`src/rtl/risc_v_mike_pkg.sv`:
```
// Shared types and constants for the multi-cycle RV32I control path.
// Holds the sequencer states, the datapath select encodings and the decoder vocabulary.
package risc_v_mike_pkg;

  localparam logic [31:0] TRAP_VEC_DEFAULT = 32'h0000_0100;

  typedef enum logic [2:0] {
    FETCH, DECODE, EXECUTE, MEM, WB, TRAP, HALT
  } t_seq_state;

  typedef enum logic [1:0] {
    PC_PLUS4, PC_TARGET, PC_JALR, PC_TRAP
  } t_pc_sel;

  typedef enum logic [1:0] {
    WB_ALU, WB_MEM, WB_PC4, WB_IMM
  } t_wb_sel;

  typedef enum logic [3:0] {
    CLS_NONE, CLS_ALU, CLS_LUI, CLS_AUIPC, CLS_LOAD, CLS_STORE,
    CLS_BRANCH, CLS_JAL, CLS_JALR, CLS_SYSTEM
  } t_op_class;

  typedef enum logic [5:0] {
    OP_NA,
    OP_LUI, OP_AUIPC, OP_JAL, OP_JALR,
    OP_BEQ, OP_BNE, OP_BLT, OP_BGE, OP_BLTU, OP_BGEU,
    OP_LB, OP_LH, OP_LW, OP_LBU, OP_LHU,
    OP_SB, OP_SH, OP_SW,
    OP_ADDI, OP_SLTI, OP_SLTIU, OP_XORI, OP_ORI, OP_ANDI, OP_SLLI, OP_SRLI, OP_SRAI,
    OP_ADD, OP_SUB, OP_SLL, OP_SLT, OP_SLTU, OP_XOR, OP_SRL, OP_SRA, OP_OR, OP_AND,
    OP_FENCE, OP_ECALL, OP_EBREAK
  } t_instr_nmemonic;

  localparam logic [6:0] OPC_LUI    = 7'b0110111;
  localparam logic [6:0] OPC_AUIPC  = 7'b0010111;
  localparam logic [6:0] OPC_JAL    = 7'b1101111;
  localparam logic [6:0] OPC_JALR   = 7'b1100111;
  localparam logic [6:0] OPC_BRANCH = 7'b1100011;
  localparam logic [6:0] OPC_LOAD   = 7'b0000011;
  localparam logic [6:0] OPC_STORE  = 7'b0100011;
  localparam logic [6:0] OPC_OPIMM  = 7'b0010011;
  localparam logic [6:0] OPC_OP     = 7'b0110011;
  localparam logic [6:0] OPC_FENCE  = 7'b0001111;
  localparam logic [6:0] OPC_SYSTEM = 7'b1110011;

  localparam logic [6:0] F7_BASE = 7'b0000000;
  localparam logic [6:0] F7_ALT  = 7'b0100000;

  localparam logic [31:0] INSTR_ECALL  = 32'h0000_0073;
  localparam logic [31:0] INSTR_EBREAK = 32'h0010_0073;

  function automatic logic is_mem_class(input t_op_class cls);
    return (cls == CLS_LOAD) || (cls == CLS_STORE);
  endfunction

endpackage

```
`src/rtl/risc_v_instr_decode.sv`:
```
// Combinational RV32I decoder: instruction word -> mnemonic and opcode class.
// Kept free of state so the pipelined core can reuse it unchanged.
module risc_v_instr_decode
  import risc_v_mike_pkg::*;
(
  input  logic [31:0]     i_instr,
  output t_instr_nmemonic o_op,
  output t_op_class       o_cls
);

  logic [6:0]      w_opcode;
  logic [2:0]      w_funct3;
  logic [6:0]      w_funct7;
  t_instr_nmemonic w_op;
  t_op_class       w_cls;

  assign w_opcode = i_instr[6:0];
  assign w_funct3 = i_instr[14:12];
  assign w_funct7 = i_instr[31:25];

  // Any encoding not matched below stays OP_NA, which the sequencer treats as illegal.
  always_comb begin
    w_op  = OP_NA;
    w_cls = CLS_NONE;
    case (w_opcode)
      OPC_LUI:   begin w_op = OP_LUI;   w_cls = CLS_LUI;   end
      OPC_AUIPC: begin w_op = OP_AUIPC; w_cls = CLS_AUIPC; end
      OPC_JAL:   begin w_op = OP_JAL;   w_cls = CLS_JAL;   end
      OPC_JALR: begin
        w_cls = CLS_JALR;
        if (w_funct3 == 3'b000) w_op = OP_JALR;
      end
      OPC_BRANCH: begin
        w_cls = CLS_BRANCH;
        case (w_funct3)
          3'b000:  w_op = OP_BEQ;
          3'b001:  w_op = OP_BNE;
          3'b100:  w_op = OP_BLT;
          3'b101:  w_op = OP_BGE;
          3'b110:  w_op = OP_BLTU;
          3'b111:  w_op = OP_BGEU;
          default: w_op = OP_NA;
        endcase
      end
      OPC_LOAD: begin
        w_cls = CLS_LOAD;
        case (w_funct3)
          3'b000:  w_op = OP_LB;
          3'b001:  w_op = OP_LH;
          3'b010:  w_op = OP_LW;
          3'b100:  w_op = OP_LBU;
          3'b101:  w_op = OP_LHU;
          default: w_op = OP_NA;
        endcase
      end
      OPC_STORE: begin
        w_cls = CLS_STORE;
        case (w_funct3)
          3'b000:  w_op = OP_SB;
          3'b001:  w_op = OP_SH;
          3'b010:  w_op = OP_SW;
          default: w_op = OP_NA;
        endcase
      end
      OPC_OPIMM: begin
        w_cls = CLS_ALU;
        case (w_funct3)
          3'b000:  w_op = OP_ADDI;
          3'b010:  w_op = OP_SLTI;
          3'b011:  w_op = OP_SLTIU;
          3'b100:  w_op = OP_XORI;
          3'b110:  w_op = OP_ORI;
          3'b111:  w_op = OP_ANDI;
          3'b001:  if (w_funct7 == F7_BASE) w_op = OP_SLLI;
          3'b101: begin
            if (w_funct7 == F7_BASE)     w_op = OP_SRLI;
            else if (w_funct7 == F7_ALT) w_op = OP_SRAI;
          end
          default: w_op = OP_NA;
        endcase
      end
      OPC_OP: begin
        w_cls = CLS_ALU;
        case ({w_funct7, w_funct3})
          {F7_BASE, 3'b000}: w_op = OP_ADD;
          {F7_ALT,  3'b000}: w_op = OP_SUB;
          {F7_BASE, 3'b001}: w_op = OP_SLL;
          {F7_BASE, 3'b010}: w_op = OP_SLT;
          {F7_BASE, 3'b011}: w_op = OP_SLTU;
          {F7_BASE, 3'b100}: w_op = OP_XOR;
          {F7_BASE, 3'b101}: w_op = OP_SRL;
          {F7_ALT,  3'b101}: w_op = OP_SRA;
          {F7_BASE, 3'b110}: w_op = OP_OR;
          {F7_BASE, 3'b111}: w_op = OP_AND;
          default:           w_op = OP_NA;
        endcase
      end
      // FENCE is a no-op on this in-order core; it flows like an ALU op with rd=x0.
      OPC_FENCE: begin
        w_cls = CLS_ALU;
        if (w_funct3 == 3'b000) w_op = OP_FENCE;
      end
      OPC_SYSTEM: begin
        w_cls = CLS_SYSTEM;
        if (i_instr == INSTR_ECALL)       w_op = OP_ECALL;
        else if (i_instr == INSTR_EBREAK) w_op = OP_EBREAK;
      end
      default: begin
        w_op  = OP_NA;
        w_cls = CLS_NONE;
      end
    endcase
    if (w_op == OP_NA) w_cls = CLS_NONE;
  end

  assign o_op  = w_op;
  assign o_cls = w_cls;

endmodule

```
`src/rtl/risc_v_mc_sequencer.sv`:
```
// Multi-cycle RV32I control sequencer (FETCH/DECODE/EXECUTE/MEM/WB/TRAP/HALT).
// Optional perf counters and their ports are built when RISCV_SEQ_PERF_CNT_EN is defined.
module risc_v_mc_sequencer
  import risc_v_mike_pkg::*;
#(
  parameter logic [31:0] TRAP_VEC = TRAP_VEC_DEFAULT
) (
  input  logic            clk,
  input  logic            rst,
  input  logic [31:0]     instr_i,
  output logic            imem_req_o,
  input  logic            imem_ack_i,
  output logic            dmem_req_o,
  output logic            dmem_we_o,
  input  logic            dmem_ack_i,
  input  logic            br_taken_i,
  output logic            ir_we_o,
  output logic            pc_we_o,
  output t_pc_sel         pc_sel_o,
  output logic            rf_we_o,
  output t_wb_sel         wb_sel_o,
  output t_instr_nmemonic alu_op_o,
  output logic            retire_o,
  output logic            trap_o,
  output logic            halt_o
`ifdef RISCV_SEQ_PERF_CNT_EN
  ,
  output logic [31:0]     cycle_cnt_o,
  output logic [31:0]     instret_cnt_o
`endif
);

  // The datapath applies TRAP_VEC itself; only its alignment matters here.
  if (TRAP_VEC[1:0] != 2'b00) begin : g_badTrapVec
    $error("TRAP_VEC must be word aligned");
  end

  t_seq_state      r_state;
  t_instr_nmemonic r_aluOp;
  t_op_class       r_cls;
  t_instr_nmemonic w_decOp;
  t_op_class       w_decCls;

  risc_v_instr_decode u_decode (
    .i_instr (instr_i),
    .o_op    (w_decOp),
    .o_cls   (w_decCls)
  );

  always_ff @(posedge clk or posedge rst) begin
    if (rst) begin
      r_state <= FETCH;
      r_aluOp <= OP_NA;
      r_cls   <= CLS_NONE;
    end else begin
      case (r_state)
        FETCH: begin
          if (imem_ack_i) r_state <= DECODE;
        end
        DECODE: begin
          r_aluOp <= w_decOp;
          r_cls   <= w_decCls;
          if ((w_decOp == OP_NA) || (w_decOp == OP_EBREAK)) r_state <= HALT;
          else if (w_decOp == OP_ECALL)                      r_state <= TRAP;
          else                                               r_state <= EXECUTE;
        end
        EXECUTE: begin
          if (r_cls == CLS_BRANCH)     r_state <= FETCH;
          else if (is_mem_class(r_cls)) r_state <= MEM;
          else                         r_state <= WB;
        end
        MEM: begin
          if (dmem_ack_i) begin
            if (r_cls == CLS_STORE) r_state <= FETCH;
            else                    r_state <= WB;
          end
        end
        WB:      r_state <= FETCH;
        TRAP:    r_state <= FETCH;
        HALT:    r_state <= HALT;
        default: r_state <= FETCH;
      endcase
    end
  end

  // Outputs decode from the state register; the only input-dependent terms are the
  // fetch ack (IR load), the branch outcome and the store-completion ack.
  always_comb begin
    imem_req_o = 1'b0;
    dmem_req_o = 1'b0;
    dmem_we_o  = 1'b0;
    ir_we_o    = 1'b0;
    pc_we_o    = 1'b0;
    pc_sel_o   = PC_PLUS4;
    rf_we_o    = 1'b0;
    wb_sel_o   = WB_ALU;
    retire_o   = 1'b0;
    trap_o     = 1'b0;
    halt_o     = 1'b0;
    if (!rst) begin
      case (r_state)
        FETCH: begin
          imem_req_o = 1'b1;
          ir_we_o    = imem_ack_i;
        end
        EXECUTE: begin
          if (r_cls == CLS_BRANCH) begin
            pc_we_o  = 1'b1;
            retire_o = 1'b1;
            pc_sel_o = br_taken_i ? PC_TARGET : PC_PLUS4;
          end
        end
        MEM: begin
          dmem_req_o = 1'b1;
          dmem_we_o  = (r_cls == CLS_STORE);
          if (dmem_ack_i && (r_cls == CLS_STORE)) begin
            pc_we_o  = 1'b1;
            retire_o = 1'b1;
          end
        end
        WB: begin
          rf_we_o  = 1'b1;
          pc_we_o  = 1'b1;
          retire_o = 1'b1;
          case (r_cls)
            CLS_LOAD: wb_sel_o = WB_MEM;
            CLS_JAL:  begin wb_sel_o = WB_PC4; pc_sel_o = PC_TARGET; end
            CLS_JALR: begin wb_sel_o = WB_PC4; pc_sel_o = PC_JALR;   end
            CLS_LUI:  wb_sel_o = WB_IMM;
            default:  wb_sel_o = WB_ALU;
          endcase
        end
        TRAP: begin
          trap_o   = 1'b1;
          pc_we_o  = 1'b1;
          pc_sel_o = PC_TRAP;
        end
        HALT:    halt_o = 1'b1;
        default: ;
      endcase
    end
  end

  assign alu_op_o = r_aluOp;

`ifdef RISCV_SEQ_PERF_CNT_EN
  logic [31:0] r_cycleCnt;
  logic [31:0] r_instretCnt;

  // Both counters wrap naturally at 32 bits.
  always_ff @(posedge clk or posedge rst) begin
    if (rst) begin
      r_cycleCnt   <= '0;
      r_instretCnt <= '0;
    end else begin
      r_cycleCnt <= r_cycleCnt + 32'd1;
      if (retire_o) r_instretCnt <= r_instretCnt + 32'd1;
    end
  end

  assign cycle_cnt_o   = r_cycleCnt;
  assign instret_cnt_o = r_instretCnt;
`endif

endmodule

```
`config.mk`:
```
export PLATFORM = sky130hd
export DESIGN_NAME = risc_v_mc_sequencer
export DESIGN_NICKNAME = d
export VERILOG_FILES = /design/src/rtl/risc_v_mike_pkg.sv /design/src/rtl/risc_v_instr_decode.sv /design/src/rtl/risc_v_mc_sequencer.sv
export SDC_FILE = /design/constraint.sdc
export NUM_CORES = 1
export LEC_CHECK = 0
export ABC_AREA = 1
export BUFFER_PORTS_ARGS = -buffer_cell sky130_fd_sc_hd__buf_2
export CAP_MARGIN = 10
export CORE_UTILIZATION = 47
export DETAILED_ROUTE_END_ITERATION = 16
export HOLD_SLACK_MARGIN = 0.12
export PLACE_DENSITY = 0.8
export SLEW_MARGIN = 5
export SYNTH_ARGS = -nofsm -noshare
export SYNTH_HDL_FRONTEND = slang
export SYNTH_SLANG_ARGS = --single-unit
export TNS_END_PERCENT = 20
```
`constraint.sdc`:
```
create_clock -name clk -period 1.55 [get_ports clk]
set_input_delay 0.155 -clock clk [delete_from_list [all_inputs] [get_ports clk]]
set_output_delay 0.155 -clock clk [all_outputs]
set_load 0.02 [all_outputs]
```
==> results of run 1 <==
-- tightest hold or removal path: stages --
cell and delay, ps:
buf_2 110, o21ai_2 90, a21oi_2 100
-- kinds of logic after synthesis --
group	synth area share, %
and+or+nand+nor	57.5
buffers and inverters	12.9
AOI/OAI and AO/OA	10.6
DFF	18.3
adders and majority gates	0.704
-- metal layers --
| layer | track usage [%] | share of wire [%] | up-vias |
|---|---|---|---|
| li1 | - | - | 1273 |
| met1 | 32.6 | 38 | 1230 |
| met2 | 61.2 | 52 | 132 |
| met3 | 4.35 | 5.6 | 39 |
| met4 | 18.5 | 4.8 | 0 |
| met5 | 0 | 0 | - |
-- cell usage in the layout (no fill, tap or decap), types with 2 or more instances in the layout --
cell and count:
dfrtp_1 12, clkbuf_8 3, nor2_2 14, inv_1 38
nand3_2 5, nor2_4 4, nand4_1 2, nand2_2 9
nand3_1 26, o21ai_0 6, inv_2 14, nor3_1 4
nand2_1 86, nor2_1 54, nor3_2 6, o21ai_1 2
buf_6 4, buf_4 71, o21ai_2 2, nand3b_1 4
buf_2 45, a21oi_1 6, a21oi_2 3, o21a_1 2
nor4_1 2, o22ai_1 3, or2_2 2, nor3_4 2
-- power breakdown --
| part | leakage (nW) | switching [mW] | internal [mW] | total [mW] |
|---|---|---|---|---|
| clock network | 0.0228 | 0.145 | 0.183 | 0.328 |
| registers | 0.172 | 0.0788 | 0.417 | 0.496 |
| logic | 1.35 | 0.794 | 0.488 | 1.28 |
-- registers in the layout (all words and copies together) (netlist names) --
register  flops
r_cls         4
r_state       3
alu_op_o      6
-- layout make-up --
type / count / area (µm²)
clock buffers: 4 / 45.0
inverters: 53 / 201
flip-flops and latches: 13 / 327
multi-input cells: 256 / 1330
fillers: 244 / 692
well taps: 46 / 57.6
repair buffers: 121 / 813
-- how the worst max path moves through the flow --
stage                                         to                   start
after floorplan                        dmem_we_o  r_state[2]$_DFFE_PP0P_
after global placement    r_state[2]$_DFFE_PP0P_             instr_i[11]
after detailed placement  r_state[2]$_DFFE_PP0P_             instr_i[11]
after CTS                                pc_we_o    r_cls[2]$_DFFE_PP0P_
after global routing                 pc_sel_o[0]  r_state[0]$_DFFE_PP0P_
final                                pc_sel_o[0]  r_state[0]$_DFFE_PP0P_
-- stage by stage --
step	utilization (%)	setup TNS (ps)	hold slack [ps]
after floorplan	-	0	253
after global placement	72.6	-399	257
after detailed placement	72.6	-873	270
after CTS	77.3	-1250	229
after global routing	80.1	-3360	277
final	80.1	-2550	235
-- synth_stat cells (3+ instances only) --
cell,instances,area (µm²)
nor2_2,9,56.3
nand2_2,9,56.3
dfrtp_1,13,325
nor2_1,62,233
nand3_2,5,50.1
a21oi_1,7,35.0
inv_1,44,165
nand3b_1,4,30.0
nor4_1,3,18.8
nand2_1,86,323
nand3_1,26,130
o21ai_0,9,45.0
nor3_1,11,55.1
o22ai_1,3,18.8
inv_2,7,26.3
-- timing repair --
action                                  CTS  global route
endpoints found under the setup margin   12            20
pin swaps                                 7             8
hold buffers                              1             0
setup buffers                             5             3
endpoints found under the hold margin    13             0
gates resized for setup                  22            30
==> metrics.md, run 1 <==
| Metric | Value |
|---|---|
| Top-level I/O count | `56` |
| Clock H-tree levels | `1` |
| Distinct cell type count after synthesis | `38` |
| Final GP Congestion | `0.910` |
| Max Transition Viols Final | `0` |
| Total power draw | `~2.1 mW` |
| Hold Crit Endpoint | `r_state[2]$_DFFE_PP0P_` |
| Syn_area_per_cell | `~5.5 µm²` |
| DR vias/cell | `approximately 5.4` |
| Cell count along the critical path | `8` |
| Total inserted antenna cells | `0` |
| Cell Count, Final, Fillers Out | `493` |
| Fin area | `2780 µm²` |
| Ratio of final minimum period to clock period | `126%` |
| Share of the yosys chip area belonging to registers | `18.3%` |
| Number of buffers inserted during clock tree synthesis | `3` |
| Initial detailed-routing violation count | `269` |
| Post-detailed-route count of antenna-violating nets | `0` |
| Initial Util | `51.3%` |
| Maximum number of pins on one net before global-route repair | `14` |
| Run status | `complete, but fails checks` |
| Worst Path Required | `1390 ps` |
| Worst reg2reg startpoint | `r_cls[3]$_DFFE_PP0P_` |
| Synth warnings | `0` |
| Worst-path fanout max | `4` |
| Crit path DAT | `1800 ps` |
| Peak supply drop | `0.441 mV` |
| Detailed Place HPWL | `approximately 4400 µm` |
| Primary FF master, synth | `dfrtp_1` |
| Worst slack after detailed placement | `-146 ps` |
| Fraction of final layout cells with drive strength greater than 1 | `a little over two fifths` |
| Synthesis-to-layout area growth | `56.2%` |
| Count of port buffers added during placement | `55` |
| Number of cells in the design after placement | `481` |
| Antenna violations before repair | `0` |
| Post-DP Area | `2520 µm²` |
| Final net count | `about 490` |
| Kind of end point of the critical path | `primary output` |
| Leakage power total | `between 1.5 and 2 nW` |
| Reg clk slew, reported paths | `60 ps` |
| DIE HEIGHT | `63.5 µm` |
| Cell with the biggest individual delay on the critical path | `dfrtp_1` |
| Setup CP Type | `reg -> out` |
| RSZ-0062 raised after global routing | `yes` |
| Cell type with the highest occurrence count on the critical path | `buf_4` |
| Number of synthesized flops with an enable pin | `0` |
| Fmax | `511 MHz` |
| Total routing resource utilization after global routing | `approximately a third` |
| Violations in the final reports | `negative setup slack` |
| Final Setup Violations | `14` |
| CTS tree | `done` |
| Global-route wire length before repair | `10400 µm` |
| GRT overflow | `0` |
| Async SR Flop Fraction | `100%` |
| Die width | `63.5 µm` |
| Hold Fails Final Rpt | `0` |
| Number of cells traversed by the worst hold path | `3` |
| DRC errors left | `0` |
| Post-detailed-route wirelength per cell | `13.8 µm` |
| Max_slew headroom | `between 70 and 80%` |
| Detailed-router iteration count before antenna repair | `7` |
| Synthesized instance count | `approximately 330` |
| Number of max-cap violations | `0` |
| Clock period minus worst slack | `a little under 2000 ps` |
| Crit path max-delay family | `simple AND/OR/NAND/NOR gates` |
| Chain of cells forming the critical path | `nor2_2, nand2_1, nor3_2, buf_4, buf_4, a21oi_1, nor2_1, buf_4` |
| Worst Setup Start Kind | `register` |
| R2r worst-path depth | `7` |
| Number of global-route vias before repair | `2561` |
| DIE AREA | `between 4000 and 5000 µm²` |
| Via count | `2674` |
| Transition time at the pin with the least slew margin | `340 ps` |
| CTS Buffer Depth | `2` |
| TritonCTS Sinks | `13` |
| Setup slack of the most critical reg-to-reg path | `0 ps` |
| Standard-cell rows | `21` |
| Number of synthesized register bits | `13` |
| Delay contributed by the slowest stage of the critical path | `around 460 ps` |
| Critical path buffer and inverter count | `3` |
| Pwr per Cell Area | `758 nW/µm²` |
| Clock Skews | `1.69 ps` |
| Placeable core region | `about 3500 µm²` |
| Hold wc startpoint | `imem_ack_i` |
| Crit Reg-Reg Endpoint | `r_state[2]$_DFFE_PP0P_` |
| Kind of path behind the tightest hold check | `in -> reg` |
| Final wirelength | `6790 µm` |
| Clk Latency, worst-skew pair | `260 ps` |
| Nets in the synthesized netlist | `between 300 and 400` |
| CTS root buffer | `clkbuf_8` |
| Final worst setup slack | `-405 ps` |
| Post-synth design cell area | `1780 µm²` |
No activity file was read; power rests on OpenSTA's default activity.
==> run 2: changes to the inputs <==
Settings changed: GPL_TIMING_DRIVEN set to 0.
==> run 2 against run 1 <==
Final cell count is 9.9% lower; sequential share of layout area is 1.7 points higher; non-clock buffer count is 49 lower; clock power is 6.4% lower; largest power group unchanged; flip-flop and latch count stayed put; total power is 15% lower; core utilization is 9.9 points lower; combinational power is 23% lower; the flow still finishes with violations (negative setup slack).
==> metrics.md, run 2 (synthesized netlist as in run 1, its figures left out) <==
| Metric | Value |
|---|---|
| Run status | `complete, but fails checks` |
| Violations in the final reports | `negative setup slack` |
| CTS root buffer | `clkbuf_8` |
| Worst-path fanout max | `4 (unchanged)` |
| Final worst setup slack | `-377 ps (+28.1 ps)` |
| Standard-cell rows | `21 (unchanged)` |
| Total power draw | `1.80 mW (-15%)` |
| Final net count | `437 (-10%)` |
| Number of max-cap violations | `0 (unchanged)` |
| Fraction of final layout cells with drive strength greater than 1 | `35.9% (-6.6 points)` |
| Flip-flop count of the largest register after layout | `6 (unchanged)` |
| DRC errors left | `0 (unchanged)` |
| CTS Buffer Depth | `2 (unchanged)` |
| Commonest cells after routing, fill and taps aside | `83 x nand2_1, 55 x nor2_1, 46 x buf_2, 39 x inv_1, 26 x nand3_1` |
| Hold Fails Final Rpt | `0 (unchanged)` |
| RSZ-0062 raised after global routing | `yes` |
| Final core utilization | `70.2% (-9.9 points)` |
| Kind of path behind the tightest hold check | `in -> async` |
| Total routing resource utilization after global routing | `24.8% (-7.3 points)` |
| Pwr per Cell Area | `738 nW/µm² (-2.7%)` |
| Leakage power total | `1.35 nW (-13%)` |
| Worst Path Required | `1390 ps (about the same)` |
| Worst reg2reg startpoint | `r_state[2]$_DFFE_PP0P_` |
| Maximum number of pins on one net before global-route repair | `15 (+1)` |
| Number of cells in the design after placement | `424 (-12%)` |
| Ratio of final minimum period to clock period | `124% (-1.8 points)` |
| Final wirelength | `5790 µm (-15%)` |
| Max_slew headroom | `65.2% (-12 points)` |
| Initial Util | `51.3% (unchanged)` |
| GRT overflow | `0 (unchanged)` |
| Antenna violations before repair | `0 (unchanged)` |
| Transition time at the pin with the least slew margin | `521 ps (+181 ps)` |
| Reg clk slew, reported paths | `60 ps (about the same)` |
| Synthesis-to-layout area growth | `36.9%` |
| Kind of end point of the critical path | `primary output` |
| Crit. Startpoint | `r_cls[0]$_DFFE_PP0P_` |
| Fmax | `519 MHz (+1.5%)` |
| Clock Skews | `4.51 ps (+2.82 ps)` |
| Post-detailed-route count of antenna-violating nets | `0 (unchanged)` |
| Clk Latency, worst-skew pair | `250 ps (about the same)` |
| Final GP Congestion | `0.908 (-0.18%)` |
| Crit path DAT | `1770 ps (-30 ps)` |
| Detailed-router iteration count before antenna repair | `8 (+1)` |
| Post-DP Area | `2100 µm² (-17%)` |
| Clock period minus worst slack | `1930 ps (-28.1 ps)` |
| Total inserted antenna cells | `0 (unchanged)` |
| Max Transition Viols Final | `0 (unchanged)` |
| Count of port buffers added during placement | `52 (-5.5%)` |
| Number of buffers inserted during clock tree synthesis | `3 (unchanged)` |
| Setup CP Type | `reg -> out` |
| Number of global-route vias before repair | `2067 (-19%)` |
| Final Setup Violations | `11 (-3)` |
| TritonCTS Sinks | `13 (unchanged)` |
| DIE AREA | `4030 µm² (unchanged)` |
| Post-detailed-route wirelength per cell | `13.0 µm (-5.3%)` |
| Cell Count, Final, Fillers Out | `444 (-9.9%)` |
| Clock H-tree levels | `1 (unchanged)` |
| R2r worst-path depth | `5 (-2)` |
| DR vias/cell | `5.51 (+1.7%)` |
| DIE HEIGHT | `63.5 µm (unchanged)` |
| Global-route wire length before repair | `8200 µm (-21%)` |
| Via count | `2448 (-8.5%)` |
| Peak supply drop | `0.319 mV (-28%)` |
| Die width | `63.5 µm (unchanged)` |
| Placeable core region | `3470 µm² (unchanged)` |
| CTS tree | `done` |
| Initial detailed-routing violation count | `261 (-3.0%)` |
| Fillcell total | `301 (+23%)` |
| Most common cell after layout, fill and taps aside | `nand2_1` |
| Detailed Place HPWL | `3660 µm (-17%)` |
| Fin area | `2430 µm² (-12%)` |
| Worst Setup Start Kind | `register` |
| Top-level I/O count | `56 (unchanged)` |
==> run 2: final timing paths <==
path | to | slack (ps)
worst min-delay path | r_state[1]$_DFFE_PP0P_ | 160
min in group clk | r_state[0]$_DFFE_PP0P_ | 250
max in group asynchronous | r_state[2]$_DFFE_PP0P_ | 1010
worst min register to register | alu_op_o[4]$_DFFE_PP0P_ | 500
worst max-delay path | retire_o | -380
worst max register to register | r_state[0]$_DFFE_PP0P_ | -190
==> run 2: report_power, final <==
group          internal [mW]  leakage, nW  total [mW]  switching [mW]
registers              0.419        0.171       0.502          0.0826
clock network          0.178       0.0255       0.307           0.129
logic                  0.345         1.15       0.986           0.641
total                  0.942         1.35        1.80           0.853
==> run 2: final cells by class <==
cell class | instances | area, µm² | share of cell area (%)
multi-input combinational | 256 | 1360 | 55.7
timing repair buffer | 68 | 413 | 17.0
sequential | 13 | 328 | 13.5
inverter | 53 | 205 | 8.43
tap | 46 | 57.6 | 2.37
clock buffer | 3 | 41.3 | 1.70
buffer | 4 | 27.5 | 1.13
clock inverter | 1 | 5.00 | 0.206
==> run 2: worst max-delay path: stages (launching register included) <==
cell and delay [ps]:
dfrtp_1 450, nor2_1 130, inv_1 120, nor3_4 280
a31oi_2 70, buf_4 160, a21oi_2 150, buf_4 170
==> run 2: per-layer routing <==
layer | share of wire (%) | vias to the layer above | GRT usage, %
met5 | 0 | - | 0
met4 | 4.2 | 0 | 10.5
met2 | 50 | 137 | 46.5
met3 | 6.1 | 31 | 2.54
li1 | - | 1184 | -
met1 | 39 | 1096 | 27.8
==> run 2: what timing repair did <==
| item | 4_1_cts | 5_1_grt |
|---|---|---|
| pin swaps | 7 | 8 |
| gates resized for setup | 21 | 30 |
| setup buffers | 15 | 2 |
| endpoints found under the setup margin | 12 | 23 |
| hold buffers | 0 | 0 |
==> run 2: through the flow <==
step | setup TNS (ps) | worst slack, ps | hold slack [ps]
finish | -2540 | -377 | 157
CTS | -1040 | -197 | 121
global placement | -1070 | -194 | 357
detailed placement | -1230 | -210 | 370
floorplan | 0 | 57.1 | 253
global route | -2940 | -398 | 225
